### src/rtl/serial_adder_ctrl.sv
// serial_adder_ctrl
//   Bit-serial add/subtract controller. One full_adder_1bit cell is reused for
//   every bit of a WIDTH-bit operation, LSB first, one bit per clock.
//   Results are presented on a VALID/ACK handshake.
//
//   Ports
//     clk_i      rising-edge clock
//     rst_n_i    synchronous active-low reset
//     start_i    request, accepted only while ready_o=1
//     a_i, b_i   operands, captured on accept
//     cin_i      carry-in for add (ignored for subtract)
//     sub_i      1: a-b, 0: a+b+cin; captured on accept
//     ack_i      consumer takes the result while valid_o=1
//     ready_o    idle, can accept a request
//     busy_o     serial operation in progress
//     valid_o    sum_o/cout_o/ovf_o hold a result
//     sum_o      result, modulo 2^WIDTH
//     cout_o     carry out of the MSB (for subtract: 1 = no borrow)
//     ovf_o      signed overflow
//
//   state | meaning
//   ------+-----------------------------------------------
//   IDLE  | waiting for start_i, ready_o=1
//   RUN   | one result bit per clock, WIDTH clocks
//   DONE  | result valid, held until ack_i

module full_adder_1bit (
   input  logic a_i,
   input  logic b_i,
   input  logic c_i,
   output logic s_o,
   output logic co_o
);
   assign s_o  = a_i ^ b_i ^ c_i;
   assign co_o = (a_i & b_i) | (c_i & (a_i ^ b_i));
endmodule

module serial_adder_ctrl #(
   parameter int unsigned WIDTH = 8
) (
   input  logic             clk_i,
   input  logic             rst_n_i,
   input  logic             start_i,
   input  logic [WIDTH-1:0] a_i,
   input  logic [WIDTH-1:0] b_i,
   input  logic             cin_i,
   input  logic             sub_i,
   input  logic             ack_i,
   output logic             ready_o,
   output logic             busy_o,
   output logic             valid_o,
   output logic [WIDTH-1:0] sum_o,
   output logic             cout_o,
   output logic             ovf_o
);
   localparam int unsigned CNT_W = $clog2(WIDTH);
   localparam logic [CNT_W-1:0] CNT_LAST = CNT_W'(WIDTH - 1);

   typedef enum logic [1:0] {
      S_IDLE = 2'd0,
      S_RUN  = 2'd1,
      S_DONE = 2'd2
   } state_t;

   state_t             state_q;
   logic [CNT_W-1:0]   cnt_q;
   logic               carry_q;
   logic [WIDTH-1:0]   a_sh_q;
   logic [WIDTH-1:0]   b_sh_q;
   // Holds the WIDTH-1 bits already computed; the MSB comes straight
   // from the adder on the final edge.
   logic [WIDTH-2:0]   res_q;
   logic [WIDTH-1:0]   sum_q;
   logic               cout_q;
   logic               ovf_q;

   logic               fa_sum;
   logic               fa_cout;
   logic [WIDTH-1:0]   sum_d;
   logic [WIDTH-2:0]   res_d;

   full_adder_1bit u_fa (
      .a_i  (a_sh_q[0]),
      .b_i  (b_sh_q[0]),
      .c_i  (carry_q),
      .s_o  (fa_sum),
      .co_o (fa_cout)
   );

   // New bit enters at the top, everything moves one place toward the LSB.
   assign sum_d = {fa_sum, res_q};
   assign res_d = sum_d[WIDTH-1:1];

   always_ff @(posedge clk_i) begin
      if (!rst_n_i) begin
         state_q <= S_IDLE;
         cnt_q   <= '0;
         carry_q <= 1'b0;
         a_sh_q  <= '0;
         b_sh_q  <= '0;
         res_q   <= '0;
         sum_q   <= '0;
         cout_q  <= 1'b0;
         ovf_q   <= 1'b0;
      end else begin
         unique case (state_q)
            S_IDLE: begin
               if (start_i) begin
                  a_sh_q  <= a_i;
                  // Subtract as a + ~b + 1; cin is not used then.
                  b_sh_q  <= sub_i ? ~b_i : b_i;
                  carry_q <= sub_i ? 1'b1 : cin_i;
                  cnt_q   <= '0;
                  state_q <= S_RUN;
               end
            end
            S_RUN: begin
               a_sh_q  <= a_sh_q >> 1;
               b_sh_q  <= b_sh_q >> 1;
               res_q   <= res_d;
               carry_q <= fa_cout;
               if (cnt_q == CNT_LAST) begin
                  // carry_q is the carry into the MSB on this bit.
                  sum_q   <= sum_d;
                  cout_q  <= fa_cout;
                  ovf_q   <= carry_q ^ fa_cout;
                  state_q <= S_DONE;
               end else begin
                  cnt_q <= cnt_q + CNT_W'(1);
               end
            end
            S_DONE: begin
               if (ack_i) begin
                  state_q <= S_IDLE;
               end
            end
            default: state_q <= S_IDLE;
         endcase
      end
   end

   assign ready_o = (state_q == S_IDLE);
   assign busy_o  = (state_q == S_RUN);
   assign valid_o = (state_q == S_DONE);
   assign sum_o   = sum_q;
   assign cout_o  = cout_q;
   assign ovf_o   = ovf_q;

endmodule

### config.mk
export PLATFORM = sky130hd
export DESIGN_NAME = serial_adder_ctrl
export DESIGN_NICKNAME = d
export VERILOG_FILES = /design/src/rtl/serial_adder_ctrl.sv
export SDC_FILE = /design/constraint.sdc
export NUM_CORES = 1
export LEC_CHECK = 0
export CAP_MARGIN = 20
export CELL_PAD_IN_SITES_DETAIL_PLACEMENT = 0
export CELL_PAD_IN_SITES_GLOBAL_PLACEMENT = 1
export CORE_MARGIN = 2
export CORE_UTILIZATION = 35
export DETAILED_ROUTE_END_ITERATION = 7
export PLACE_DENSITY = 0.76
export RECOVER_POWER = 100
export SYNTH_ARGS = -nofsm -noshare
export SYNTH_HDL_FRONTEND = slang
export SYNTH_SLANG_ARGS = --single-unit
### constraint.sdc
create_clock -name clk_i -period 1.3 [get_ports clk_i]
set_input_delay 0.195 -clock clk_i [delete_from_list [all_inputs] [get_ports clk_i]]
set_output_delay 0.195 -clock clk_i [all_outputs]
set_load 0.02 [all_outputs]
### Word level (Yosys, flattened, before mapping)

Cells that the tools add are included.

| word-level totals | value |
|---|---|
| latch bits | 0 |
| register bits after elaboration | 39 |
| memories kept | 0 |
| bits in writable memories | 0 |
| output and inout port bits | 13 |
| bits in read-only memories | 0 |

| operators by class | value |
|---|---|
| bitwise operators | 7 |
| eq/ne operators | 7 |
| multipliers | 0 |
| add/subtract/negate cells | 1 |
| div/mod/pow operators | 0 |
| order comparisons | 0 |
| shift-type cells | 0 |
| reductions and logical operators | 6 |
| multiplexer cells | 15 |

Operator list:

| kind | number |
|---|---|
| case mux 8 bit (2 select lines) | 2 |
| 2-to-1 mux 8 bit | 3 |
| inverter 8 bit | 1 |
| 2-to-1 mux 2 bit | 3 |
| 2-to-1 mux 3 bit | 2 |
| inequality test 2 bit (second input constant) | 3 |
| case mux 2 bit (3 select lines) | 1 |
| case mux 3 bit (2 select lines) | 1 |
| AND reduction 3 bit | 2 |
| AND reduction 2 bit | 2 |
| adder 3 x 1 -> 3 bit (second input constant) | 1 |
| == test 3 bit (second input constant) | 1 |
| XOR 1 bit | 3 |
| bitwise AND 1 bit | 2 |
| == test 2 x 1 -> 1 bit (second input constant) | 1 |
| == test 2 bit (second input constant) | 1 |
| zero test 2 bit | 1 |
| 2-to-1 mux 1 bit | 2 |
| inequality test 2 x 1 -> 1 bit (second input constant) | 1 |
| case mux 1 bit (2 select lines) | 1 |
| nonzero test 2 bit | 1 |
| OR 1 bit | 1 |

### Longest topological paths before layout

Gate-level depths: netlist of the first run.

| logic depth | value |
|---|---|
| depth after elaboration | 4 |
| depth in mapped cells | 6 |
| depth with buffers taken out | 5 |

### By module

A second synthesis of the first run with hierarchy kept.

| unflattened totals | value |
|---|---|
| cells, all modules | 195 |
| area, all modules | 1716.6 um2 |

By module, submodules not included:

| module | cells an instance | area each (um2) | times used | seq. area each (um2) |
|---|---|---|---|---|
| serial_adder_ctrl | 194 | 1696.6 | 1 | 780.7 |
| full_adder_1bit | 1 | 20.0 | 1 | 0.0 |

### Least setup slack after synthesis of the first run

OpenSTA, ideal clock, no wires.

| path | value |
|---|---|
| path type | register to register |
| start point | register cnt_q[0] |
| end point | register ovf_q (netlist: ovf_o) |
| data arrival time | 1.204 ns |
| path slack | -0.021 ns |
| setup time | 0.116 ns |
| stages on the path, launching flop included | 6 |
| cells stage by stage | dfxtp_1 ha_1 ha_1 and3b_1 buf_6 o211a_1 |

| between the ends | value |
|---|---|
| cells in the longest elaborated chain, start to end | 2 |

RTL lines:

| what | RTL line | text |
|---|---|---|
| start: declaration | 66 | `logic [CNT_W-1:0] cnt_q;` |
| start signal: assignment | 129 | `cnt_q <= cnt_q + CNT_W'(1);` |
| == test 3 bit | 122 | `if (cnt_q == CNT_LAST) begin` |
| AND reduction 2 bit (no line) | -- |  |
| end signal: assignment | 126 | `ovf_q <= carry_q ^ fa_cout;` |
| end: declaration | 75 | `logic ovf_q;` |

Every way passes these cells.
A chain may end at the register's enable or synchronous reset.

### Worst setup path after layout of the first run

| path | value |
|---|---|
| start point | register cnt_q[1] |
| end point | register ovf_q (netlist: ovf_o) |

The elaborated chain is that of the path after synthesis.

==> reports/qor.yml, run 1 <==
critical_path:
  worstReg2RegStart: "cnt_q[1]"
  path_buf_inv: 1
  cp_slowest_cell: "dfxtp_2"
  crit_fanout: 5
  rrSetupSlack_ns: -0.004
  timing.critical_path.to: "ovf_o"
  worstReg2RegEnd: "ovf_o"
  reg2regPathDepth: 5
  cp_top_family: "flip-flops"
  end_kind: "register"
  required_ns: 1.49
  worstSetupStartpointType: "register"
  crit_cells: 5
  startpoint: "cnt_q[1]"
  cpPeakStageDelay_ns: 0.34
  crit_type: "register to register"
  crit_arrival_ns: 1.50
  cp_cell_sequence: "ha_4 > ha_4 > and3b_2 > buf_6 > o211a_1"
  path_common_cell: "ha_4"
synth:
  synthCells: 191
  yosysWarnings: 0
  synth-async-reset-ratio_pct: 0
  postSynthAreaPerCell_um2: 9.53
  yosysSeqAreaShare_pct: 42.9
  synth-edff-count: 0
  syn_nets: 216
  ys_seq_elements: 39
  synth_area_um2: 1820
  yosys.cell_types.count: 35
  synthFlopType: "dfxtp_1"
clock_network:
  cts_tree: "yes"
  clk_pin_slew_ns: 0.08
  cts_buffers: 5
  cts_hold_buf: 0
  insertion_delay_ns: 0.29
  htree_levels: 2
  clockBufferDepth: 2
  root_buffer: "clkbuf_8"
  cts_sinks: 39
detailed_routing:
  dr_total_vias: 1440
  wire_per_inst_um: 12.0
  remaining_drc_errors: 0
  via_per_inst: 4.66
  ant_nets: 0
  first_iter_violations: 58
  drt_wl_total_um: 3710
  dr.pass1.iters: 4
floorplanning:
  dieWidth_um: 76.1
  initial_utilization_pct: 35.9
  die_area_um2: 5790
  ios: 35
  die_h_um: 76.1
  coreArea_um2: 5070
  num_rows: 26
timing:
  rsz0062_at_grt: "true"
  relSlewSlack_pct: 79.0
  skew_ns: 0.00802
  finalMaxSlewViolations: 0
  finalHoldViolCount: 0
  final.setup.worst_slack_ns: -0.00426
  period_minus_slack_ns: 1.30
  setup_violations: 1
  period_share_pct: 100
  tightest_slew_ns: 0.315
  fmax_ghz: 0.767
final_layout:
  multi_input_area_um2: 970
  seqCellArea_um2: 788
  diodes: 0
  drive_gt1_share_pct: 22.2
  fillers: 536
  layout-area-overhead-vs-synth_pct: 33.3
  instances_no_fill: 309
  fin_nets: 263
place:
  portBuffers: 34
  placed_cells_incl_taps: 299
  dp_hpwl_um: 2620
  gp_congestion: 0.717
  dp_slack_ns: -0.149
power_and_ir_drop:
  power_density_nw_per_um2: 1090
  p_leak_nw: 0.991
  ir_worst_vdd_uv: 479
status:
  violations: "setup timing"
  status: "finished, violations left"
global_routing:
  grt_pass1_wl_um: 6400
  antenna_found_initial: 0
  grt.total_usage_pct: 13.8
  overflow: 0
  grt_pass1_vias: 1384
  grt_max_degree: 25
min_path:
  hold_path.class: "register to register"
flow_run:
  cap_viol_max_count: 0
==> cell usage after synthesis (all sizes together), types with 3 or more instances <==
library cell | n | area, µm²
nor2 | 9 | 36.3
mux2i | 7 | 70.1
o21ai | 11 | 55.1
nand2 | 47 | 176
a211oi | 7 | 87.6
dfxtp | 39 | 781
a21boi | 17 | 128
o211a | 8 | 80.1
nand2b | 4 | 32.5
xnor2 | 8 | 70.1
buf | 10 | 98.8
clkbuf | 3 | 11.3
==> worst reg2reg max path: stages (launching register included) <==
cell     delay [ns]
dfxtp_2        0.34
ha_4           0.16
ha_4           0.16
and3b_2        0.23
buf_6          0.13
o211a_1        0.19
==> power by group <==
part | switching, mW | total [mW] | leakage [nW] | internal [mW]
clock | 0.433 | 0.916 | 0.0505 | 0.483
combinational | 0.195 | 0.427 | 0.620 | 0.232
sequential | 0.0414 | 1.30 | 0.321 | 1.26
==> cells by family after synthesis <==
logic type	share of synthesized area [%]
buffers and inverters	6.46
DFF	42.9
muxes	3.85
xor gates and xnor gates	4.33
adders and majority gates	2.47
AOI/OAI and AO/OA	22.2
and+or+nand+nor	17.8
==> cell usage in the layout (no fill, tap or decap), types with 2 or more instances in the layout <==
cell / count
a211oi_2: 7
a21boi_0: 8
a21boi_1: 9
and2_1: 2
buf_4: 13
buf_6: 3
clkbuf_2: 4
clkbuf_8: 7
clkdlybuf4s50_1: 21
dfxtp_1: 35
dfxtp_2: 3
dlygate4sd2_1: 10
ha_4: 2
mux2i_1: 7
nand2_1: 47
nand2b_1: 3
nor2_1: 8
nor2b_1: 2
o211a_1: 8
o21ai_0: 6
o21ai_1: 5
xnor2_1: 8
==> how the worst min path moves through the flow <==
stage / cells past startpoint / endpoint / slack (ns) / from
finish: 2 / cout_o / 0.45 / cout_o
global route: 2 / sum_o[4] / 0.47 / sum_o[4]
floorplan: 3 / b_sh_q[7] / 0.41 / b_i[7]
detailed placement: 2 / b_sh_q[7] / 0.45 / b_sh_q[7]
CTS: 2 / sum_o[4] / 0.46 / sum_o[4]
global placement: 2 / b_sh_q[7] / 0.44 / b_sh_q[7]
==> layout make-up <==
cell class	count	share of cell area (%)
Clock buffer	7	3.97
Clock inverter	1	0.309
Inverter	2	0.309
Multi-Input combinational cell	138	40.0
Sequential cell	39	32.5
Tap cell	70	3.61
Timing Repair Buffer	52	19.3
==> metrics by stage <==
step	hold slack, ns	instance area (µm²)	power [mW]	utilization (%)	setup TNS, ns
global placement	0.437	2280	1.74	45.0	-2.13
global route	0.468	2430	2.78	47.8	-0.124
detailed placement	0.446	2280	1.74	45.0	-2.92
floorplan	0.409	1830	1.59	-	0
CTS	0.456	2410	2.66	47.5	-0.0215
finish	0.451	2430	2.64	47.8	-0.00426
==> state kept, by name (all words and copies together), names as in the netlist <==
| signal | count |
|---|---|
| a_sh_q | 8 |
| b_sh_q | 8 |
| carry_q | 1 |
| cnt_q | 3 |
| cout_o | 1 |
| ovf_o | 1 |
| res_q | 7 |
| state_q | 2 |
| sum_o | 8 |
==> layer usage <==
layer | vias up | routed length (µm) | GRT usage, %
li1 | 743 | - | -
met5 | - | 0 | 0
met2 | 28 | 1730 | 22.3
met1 | 662 | 1760 | 17.7
met3 | 7 | 145 | 3.44
met4 | 0 | 65 | 5.45
==> timing repair <==
item,4_1_cts,5_1_grt
resized for setup,26,12
buffers inserted,0,1
pin swaps,0,3
setup endpoints to repair,34,26
cloned,0,1
No activity file was read; power rests on OpenSTA's default activity.
==> run 2, diff against run 1 <==
--- a/config.mk
+++ b/config.mk
@@ -8,10 +8,11 @@
 export CAP_MARGIN = 20
 export CELL_PAD_IN_SITES_DETAIL_PLACEMENT = 0
 export CELL_PAD_IN_SITES_GLOBAL_PLACEMENT = 1
+export CORE_ASPECT_RATIO = 0.8
 export CORE_MARGIN = 2
 export CORE_UTILIZATION = 35
 export DETAILED_ROUTE_END_ITERATION = 7
-export PLACE_DENSITY = 0.76
+export PLACE_DENSITY_LB_ADDON = 0.1
 export RECOVER_POWER = 100
 export SYNTH_ARGS = -nofsm -noshare
 export SYNTH_HDL_FRONTEND = slang
==> reports/qor.yml, run 2 (synthesis results as in run 1) <==
detailed_routing:
  first_iter_violations: 57
  drt_wl_total_um: 3960
  remaining_drc_errors: 0
  wire_per_inst_um: 13.2
  dr.pass1.iters: 4
  via_per_inst: 4.81
  dr_total_vias: 1438
  ant_nets: 0
power_and_ir_drop:
  total_power_mw: 2.54
  p_sw_mw: 0.638
  ir_worst_vdd_uv: 565
  p_clk_share_pct: 31.9
  power_density_nw_per_um2: 1050
  p_comb_share_pct: 17.0
  p_seq_share_pct: 51.1
  p_leak_nw: 1.02
  internal_power_mw: 1.90
  swShare_pct: 25.1
critical_path:
  worstSetupStartpointType: "register"
  cp_top_family: "flip-flops"
  worstReg2RegEnd: "ovf_o"
  required_ns: 1.48
  path_common_cell: "ha_4"
  reg2regPathDepth: 5
  crit_type: "register to register"
  worstReg2RegStart: "cnt_q[1]"
  cp_cell_sequence: "ha_4 > ha_4 > and3b_2 > buf_6 > o211a_1"
  crit_arrival_ns: 1.48
  path_buf_inv: 1
  cpPeakStageDelay_ns: 0.36
  cp_slowest_cell: "dfxtp_4"
  crit_fanout: 4
  end_kind: "register"
  rrSetupSlack_ns: -0.005
clock_network:
  clockBufferDepth: 2
  cts_buffers: 5
  postCtsSetupBuffers: 0
  htree_levels: 2
  insertion_delay_ns: 0.28
  clk_pin_slew_ns: 0.07
  cts_tree: "yes"
  root_buffer: "clkbuf_8"
  cts_sinks: 39
  cts_hold_buf: 0
place:
  dp_hpwl_um: 2860
  gp_congestion: 0.727
  dp_slack_ns: -0.138
  portBuffers: 34
  dpl_cell_area_um2: 2270
timing:
  skew_ns: 0.00246
  period_minus_slack_ns: 1.30
  final.setup.worst_slack_ns: -0.00470
  tightest_slew_ns: 0.323
  fmax_ghz: 0.766
  setup_violations: 1
  period_share_pct: 100
  finalMaxSlewViolations: 0
  rsz0062_at_grt: "true"
  relSlewSlack_pct: 78.5
  finalHoldViolCount: 0
min_path:
  hold_path.class: "register to register"
  hp-start: "sum_o[4]"
  hold_end: "sum_o[4]"
  whs_path_depth: 2
final_layout:
  drive_gt1_share_pct: 23.6
  final_util_pct: 48.3
  fin_nets: 262
  final_common_cell: "nand2_1"
  fillers: 519
  layout-area-overhead-vs-synth_pct: 32.7
  final_area_um2: 2420
  diodes: 0
  layout_common_cells: "nand2_1, dfxtp_1, clkdlybuf4s50_1"
status:
  violations: "setup timing"
  status: "finished, violations left"
floorplanning:
  die_area_um2: 5800
  coreArea_um2: 5010
  num_rows: 23
  initial_utilization_pct: 36.4
  dieWidth_um: 84.6
  die_h_um: 68.5
  ios: 35
global_routing:
  antenna_found_initial: 0
  grt_max_degree: 22
  overflow: 0
  grt_pass1_vias: 1505
  grt.total_usage_pct: 15.1
  grt_pass1_wl_um: 6910
flow_run:
  cap_viol_max_count: 0
==> run 2: cell type report <==
class / instances / area, µm² / area share (%)
Clock inverter: 1 / 5.00 / 0.207
Multi-Input combinational cell: 138 / 997 / 41.3
Clock buffer: 6 / 82.6 / 3.42
Tap cell: 62 / 77.6 / 3.21
Inverter: 2 / 7.51 / 0.311
Sequential cell: 39 / 788 / 32.6
Timing Repair Buffer: 51 / 458 / 19.0
==> run 2: how the worst max path moves through the flow <==
stage	slack (ns)	startpoint	to	cells after the start
2_1_floorplan	0.02	cnt_q[0]	ovf_o	5
3_3_place_gp	-0.09	start_i	a_sh_q[0]	4
3_5_place_dp	-0.14	state_q[0]	a_sh_q[4]	4
4_1_cts	0.0001	cnt_q[0]	ovf_o	5
5_1_grt	-0.05	cnt_q[1]	ovf_o	5
6_report	-0.005	cnt_q[1]	ovf_o	5
==> run 2: power by group through the flow <==
stage | Clock, mW | Combinational (mW) | Sequential, mW
2_1_floorplan | 0 | 0.278 | 1.31
3_3_place_gp | 0 | 0.413 | 1.32
3_5_place_dp | 0 | 0.424 | 1.32
4_1_cts | 0.845 | 0.435 | 1.30
5_1_grt | 0.894 | 0.477 | 1.31
6_report | 0.811 | 0.432 | 1.30
==> run 2: per-stage QoR <==
stage                     std cells  setup TNS (ns)  hold slack [ns]
after floorplan                 191               0            0.409
after detailed placement        291           -2.81            0.448
after global placement          291           -1.46            0.439
after CTS                       299               0            0.457
final                           299        -0.00470            0.453
after global routing            299          -0.439            0.472
==> run 2: worst register-to-register path, cell delays in order (launching register included) <==
cell and delay, ns:
dfxtp_4 0.36, ha_4 0.16, ha_4 0.16, and3b_2 0.21, buf_6 0.12, o211a_1 0.19
==> run 2: timing repair <==
action	4_1_cts	5_1_grt
pin swaps	3	4
cloned	1	0
hold endpoints to repair	0	0
setup endpoints to repair	44	24
resized for setup	35	11
==> run 2: layer usage <==
metal  GRT usage, %  wire (µm)  vias to the layer above
met5              0          0                        -
met4           4.17         17                        0
met3           4.64        180                        2
met2           26.6       1870                       22
met1           18.3       1900                      676
li1               -          -                      738
==> run 3, diff against run 2 <==
--- a/config.mk
+++ b/config.mk
@@ -11,9 +11,11 @@
 export CORE_ASPECT_RATIO = 0.8
 export CORE_MARGIN = 2
 export CORE_UTILIZATION = 35
+export CTS_CLUSTER_DIAMETER = 120
 export DETAILED_ROUTE_END_ITERATION = 7
 export PLACE_DENSITY_LB_ADDON = 0.1
 export RECOVER_POWER = 100
 export SYNTH_ARGS = -nofsm -noshare
 export SYNTH_HDL_FRONTEND = slang
 export SYNTH_SLANG_ARGS = --single-unit
+export TNS_END_PERCENT = 30
==> reports/qor.yml, run 3 (synthesis results as in run 1) <==
status:
  status: "completed"
critical_path:
  reg2regPathDepth: 5
  crit_fanout: 4
  crit_arrival_ns: 1.47
  worstSetupStartpointType: "register"
  rrSetupSlack_ns: 0.01
  crit_type: "register to register"
  end_kind: "register"
  worstReg2RegEnd: "ovf_o"
  required_ns: 1.48
  worstReg2RegStart: "cnt_q[0]"
timing:
  whs_ns: 0.452
  period_share_pct: 99.1
  skew_ns: 0.00275
  fmax_ghz: 0.776
  relSlewSlack_pct: 79.1
  finalMaxSlewViolations: 0
  period_minus_slack_ns: 1.29
  tightest_slew_ns: 0.314
  final.setup.worst_slack_ns: 0.0120
  fin_setup_tns_ns: 0
  rsz0062_at_grt: "true"
  finalHoldViolCount: 0
  setup_violations: 0
clock_network:
  htree_levels: 2
  clockBufferDepth: 2
  clk_pin_slew_ns: 0.07
  cts_tree: "yes"
  root_buffer: "clkbuf_8"
  cts_buffers: 5
  cts_sinks: 39
  postCtsSetupBuffers: 0
  insertion_delay_ns: 0.28
detailed_routing:
  first_iter_violations: 46
  dr_total_vias: 1442
  dr.pass1.iters: 4
  drt_wl_total_um: 3960
  remaining_drc_errors: 0
  ant_nets: 0
  via_per_inst: 4.82
  wire_per_inst_um: 13.2
floorplanning:
  die_area_um2: 5800
  dieWidth_um: 84.6
  coreArea_um2: 5010
  ios: 35
  die_h_um: 68.5
  initial_utilization_pct: 36.4
  num_rows: 23
final_layout:
  diodes: 0
  final_common_cell: "nand2_1"
  final_util_pct: 47.8
  fillers: 520
  fin_nets: 262
  layout_common_cells: "nand2_1, dfxtp_1, clkdlybuf4s50_1"
  layout-area-overhead-vs-synth_pct: 31.3
  drive_gt1_share_pct: 21.1
min_path:
  hold_path.class: "register to register"
  whs_path_depth: 2
  hold_end: "sum_o[4]"
  hp-start: "sum_o[4]"
power_and_ir_drop:
  power_density_nw_per_um2: 1060
  ir_worst_vdd_uv: 620
  p_leak_nw: 1.01
  total_power_mw: 2.54
place:
  gp_congestion: 0.727
  portBuffers: 34
  dp_slack_ns: -0.138
  dp_hpwl_um: 2860
global_routing:
  grt_pass1_wl_um: 6910
  grt_pass1_vias: 1505
  overflow: 0
  antenna_found_initial: 0
  grt_max_degree: 22
  grt.total_usage_pct: 15.1
flow_run:
  cap_viol_max_count: 0
run 3: cell counts in the layout (fill, tap and decap cells not counted):
No cell type changed its count.
run 3: report_power, final:
part	internal [mW]	total [mW]	leakage (nW)	switching [mW]
Clock	0.416	0.809	0.0470	0.393
Combinational	0.229	0.429	0.644	0.201
Sequential	1.26	1.30	0.321	0.0414
Total	1.90	2.54	1.01	0.635
run 3: worst max-delay path by stage:
| stage | start | to | slack [ns] | depth (start not counted) |
|---|---|---|---|---|
| 6_report | cnt_q[0] | ovf_o | 0.01 | 5 |
| 5_1_grt | cnt_q[0] | sum_o[5] | -0.06 | 6 |
| 4_1_cts | cnt_q[1] | state_q[1] | 0.004 | 5 |
| 3_5_place_dp | state_q[0] | a_sh_q[4] | -0.14 | 4 |
| 3_3_place_gp | start_i | a_sh_q[0] | -0.09 | 4 |
| 2_1_floorplan | cnt_q[0] | ovf_o | 0.02 | 5 |
run 3: area by class of cell:
cell class,instances,area (µm²),share of cell area [%]
Clock buffer,6,82.6,3.45
Multi-Input combinational cell,138,978,40.9
Inverter,2,7.51,0.314
Tap cell,62,77.6,3.24
Clock inverter,1,5.00,0.209
Sequential cell,39,786,32.9
Timing Repair Buffer,51,454,19.0
run 3: worst max-delay path, cell delays in order (launching register included):
cell,delay [ns]
dfxtp_2,0.34
ha_4,0.16
ha_4,0.16
and3b_1,0.18
buf_4,0.15
o211a_1,0.19
run 3: stage by stage:
stage	instances	cell area (µm²)
after floorplan	191	1830
after global placement	291	2270
after detailed placement	291	2270
after CTS	299	2380
after global routing	299	2390
final	299	2390
run 3: repair_timing:
item	4_1_cts	5_1_grt
resized for setup	30	4
pin swaps	2	0
hold buffers	0	0
endpoints found under the setup margin	44	23
gates cloned	1	0
run 3: per-layer routing:
metal  routed length (µm)  up-vias  part of all wire, %  track usage, %
met2                 1890       20                   48            26.6
li1                     -      739                    -               -
met4                   17        0                 0.43            4.17
met1                 1880      681                   47            18.3
met3                  175        2                  4.4            4.64
met5                    0        -                    0               0
